File: config.mk
export PLATFORM = sky130hd
export DESIGN_NAME = sdram_pattern_gen
export DESIGN_NICKNAME = d
export VERILOG_FILES = /design/src/rtl/sdram_test_pkg.sv /design/src/rtl/sdram_pattern_gen.sv
export SDC_FILE = /design/constraint.sdc
export NUM_CORES = 1
export LEC_CHECK = 0
export ABC_AREA = 0
export ABC_CLOCK_PERIOD_IN_PS = 2000
export BUFFER_PORTS_ARGS = -buffer_cell sky130_fd_sc_hd__buf_4
export CORE_MARGIN = 1
export CORE_UTILIZATION = 46
export DETAILED_ROUTE_END_ITERATION = 8
export GPL_TIMING_DRIVEN = 0
export PLACE_DENSITY = 0.75
export SLEW_MARGIN = 10
export SYNTH_ARGS = -nofsm -noshare
export SYNTH_HDL_FRONTEND = slang
export SYNTH_SLANG_ARGS = --single-unit
File: constraint.sdc
create_clock -name clk -period 2 [get_ports clk]
set_clock_uncertainty 0.15 [all_clocks]
set_input_delay 0.1 -clock clk [delete_from_list [all_inputs] [get_ports clk]]
set_output_delay 0.1 -clock clk [all_outputs]
set_load 0.01 [all_outputs]
File: src/rtl/sdram_test_pkg.sv
// Shared definitions for the SDRAM test slice: default widths and the
// read-checker state encoding.
package sdram_test_pkg;
   localparam int DEF_DATA_W = 16;
   localparam int DEF_ADDR_W = 23;
   localparam int DEF_LEN_W  = 9;
   localparam int ERR_CNT_W  = 16;

   typedef enum logic [2:0] {
      ST_IDLE,
      ST_REQ,
      ST_STREAM,
      ST_DRAIN,
      ST_FINISH
   } state_t;
endpackage

File: src/rtl/sdram_pattern_gen.sv
// Incrementing test pattern source: expected = seed + idx (wraps at DATA_W).
// Shared between the read checker and the write-pattern source.
module sdram_pattern_gen
   import sdram_test_pkg::*;
#(
   parameter int DATA_W = DEF_DATA_W,
   parameter int LEN_W  = DEF_LEN_W
) (
   input  logic              clk,
   input  logic              rst_n,
   input  logic              load,
   input  logic              advance,
   input  logic [DATA_W-1:0] seed,
   output logic [LEN_W:0]    idx,
   output logic [DATA_W-1:0] expected
);

   logic [DATA_W-1:0] seed_q;

   always_ff @(posedge clk or negedge rst_n) begin
      if (!rst_n) begin
         seed_q <= '0;
         idx    <= '0;
      end else if (load) begin
         seed_q <= seed;
         idx    <= '0;
      end else if (advance) begin
         idx    <= idx + 1'b1;
      end
   end

   assign expected = seed_q + DATA_W'(idx);

endmodule

==> out/results.tsv <==
metric	value	unit
worst-skew pair later-pin latency	330	ps
DIE AREA	3740	µm²
clock-pin slew on the worst setup and hold paths	150	ps
Boundary Pins	46	
Fin Setup TNS	-5910	ps
Vias per Instance	5.58	
crit path max fanout	2	
Layout fillers	203	
post-route ant nets	0	
endpoints failing setup	14	
Initial Utilization	0.482	
final hold viol count	0	
die height	61.1	µm
Power Density	550	nW/µm²
Worst slew margin	0.717	
Final Max Tran Viols	0	
Max Cap Viol	0	
first-pass GRT wire length	7580	µm
Comb power frac	0.312	
initial antenna violation count	0	
Gate Count Post-Synth	151	
area of the core	3340	µm²
Tmin final	2620	ps
placed standard-cell area	2000	µm²
Int Power	1.02	mW
Antenna Cells	0	
Yosys cell types	36	
total CTS buffers	3	
WL per Instance	19.0	µm
Clock Sinks	26	
vias in the first global route	1475	
fmax	382	MHz
Critical Path RT	1750	ps
area delta synth->final	61.0	%
drt drc	0	
most common cell after layout, fill and taps aside	buf_4	
GRT Util Overall	0.287	
failing checks	negative setup slack	
clk root buf	clkbuf_4	
worst hold slack	2.11	ps
via count of the routed design	1568	
Pre-Repair DR Iteration Count	4	
layout cells sized above 1	0.545	
Nets	268	
Flop pwr share	0.428	
most frequent cells in the layout	buf_4, dfrtp_1, dlygate4sd3_1, nor2_1, mux2_2	
Max VDD drop	0.466	mV
CTS tree	done	
H-Tree Level Count	1	
IO Port Bufs	44	
crit path kind	register to primary output	
HPWL after detailed placement	2970	µm
CP Data Arrival Time	2370	ps
Setup crit end kind	primary output	
Place WS	-260	ps
final setup margin	-619	ps
HP Class	primary input to register	
Worst-Margin Slew	424	ps
period utilization	1.31	
CP startpoint kind	register	
register area	659	µm²
register area share after synthesis	0.405	
clock network fraction of total power	0.260	
Net Sw Frac	0.286	
status	finished with violations	
Final Wtd Congestion	0.819	
Leakage	1.14	nW
syn avg cell area	10.6	µm²
largest net degree at the start of global routing	27	
DRT Wirelength	5330	µm
Synth Cell Area	1610	µm²
Post-Syn Nets	183	
Finished Cell Area	2590	µm²
Final Util	0.776	
1st-iter DRT viols	176	
area occupied by multi-input gates	1120	µm²
Chip Width	61.1	µm
Overflow after GRT	0	
Row Count	21	
Longest Clk Path Bufs	2	
RSZ-0062 raised after global routing	true	
flops & latches, synth	26	
P_sw	0.407	mW
yosys warns	0	
[per-stage QoR]
step           total power [mW]  cells
3_3_place_gp              0.905    241
5_1_grt                    1.47    281
3_5_place_dp              0.924    241
4_1_cts                    1.36    278
6_report                   1.42    281
2_1_floorplan             0.778    151
[power by group through the flow]
stage	Sequential [mW]	Combinational, mW	Clock [mW]
global placement	0.604	0.301	0
floorplan	0.600	0.178	0
finish	0.609	0.445	0.370
detailed placement	0.609	0.315	0
CTS	0.601	0.401	0.359
global route	0.613	0.476	0.383
[cell usage after synthesis (all sizes together)]
library cell	n	area, µm²
clkbuf	1	3.75
a21oi	7	38.8
a21bo	1	10.0
o21ai	8	40.0
a22oi	1	7.51
nor2	16	60.1
a21boi	1	11.3
o21bai	1	7.51
buf	2	10.0
a211o	1	8.76
nand4	4	25.0
dfrtp	26	651
a31oi	2	27.5
ha	11	138
and3	3	23.8
mux2i	1	10.0
fa	1	20.0
inv	3	11.3
xnor2	9	78.8
nor3	3	15.0
o31a	1	10.0
o2111a	1	11.3
o21a	2	15.0
a21o	2	16.3
xor2	10	87.6
o2111ai	1	8.76
nand3	4	20.0
mux2	16	180
nand2	9	33.8
a211oi	3	27.5
[routing by layer]
metal,track usage,share of wire
met2,0.530,0.54
met4,0.0942,0.017
met1,0.357,0.40
met5,0,0
met3,0.0168,0.045
[area by class of cell]
type | count | share of cell area
multi-input cells | 119 | 0.434
clock buffers | 3 | 0.00870
plain buffers | 3 | 0.00532
well taps | 46 | 0.0222
flip-flops and latches | 26 | 0.255
inverters | 3 | 0.00435
repair buffers | 80 | 0.260
clock inverters | 1 | 0.0116
[state kept, by name, summed over array words and instances, names as in the netlist]
| register | count |
|---|---|
| seed_q | 16 |
| idx | 10 |
[cells by family after synthesis]
logic type      Yosys count  share of synthesized area
fa+ha+maj                12                     0.0981
simple gates             39                      0.110
flops                    26                      0.405
buf+inv                   6                     0.0156
mux                      17                      0.118
compound gates           32                      0.149
xor+xnor                 19                      0.104
[timing repair]
action,4_1_cts,5_1_grt
gates cloned,0,0
pin swaps,14,13
hold endpoints to repair,45,0
gates resized for setup,30,16
endpoints found under the setup margin,13,14
setup buffers,15,3
hold buffers,18,0
[critical path: stages (launching register included)]
cell	delay, ps
dfrtp_2	460
ha_4	180
fa_2	370
a211oi_2	270
o21ai_2	120
a211oi_2	210
o21bai_2	160
xnor2_1	130
buf_4	140
[final timing paths]
kind,start,endpoint,slack [ps],depth (start not counted)
min in group asynchronous,rst_n,seed_q[13],50,2
max in group asynchronous,rst_n,idx[2],1380,2
setup reg to reg,idx[1],idx[8],310,7
hold reg to reg,seed_q[6],seed_q[6],400,1
setup / recovery,idx[0],expected[8],-620,8
hold / removal,load,seed_q[12],2,2
No activity file was read; power rests on OpenSTA's default activity.
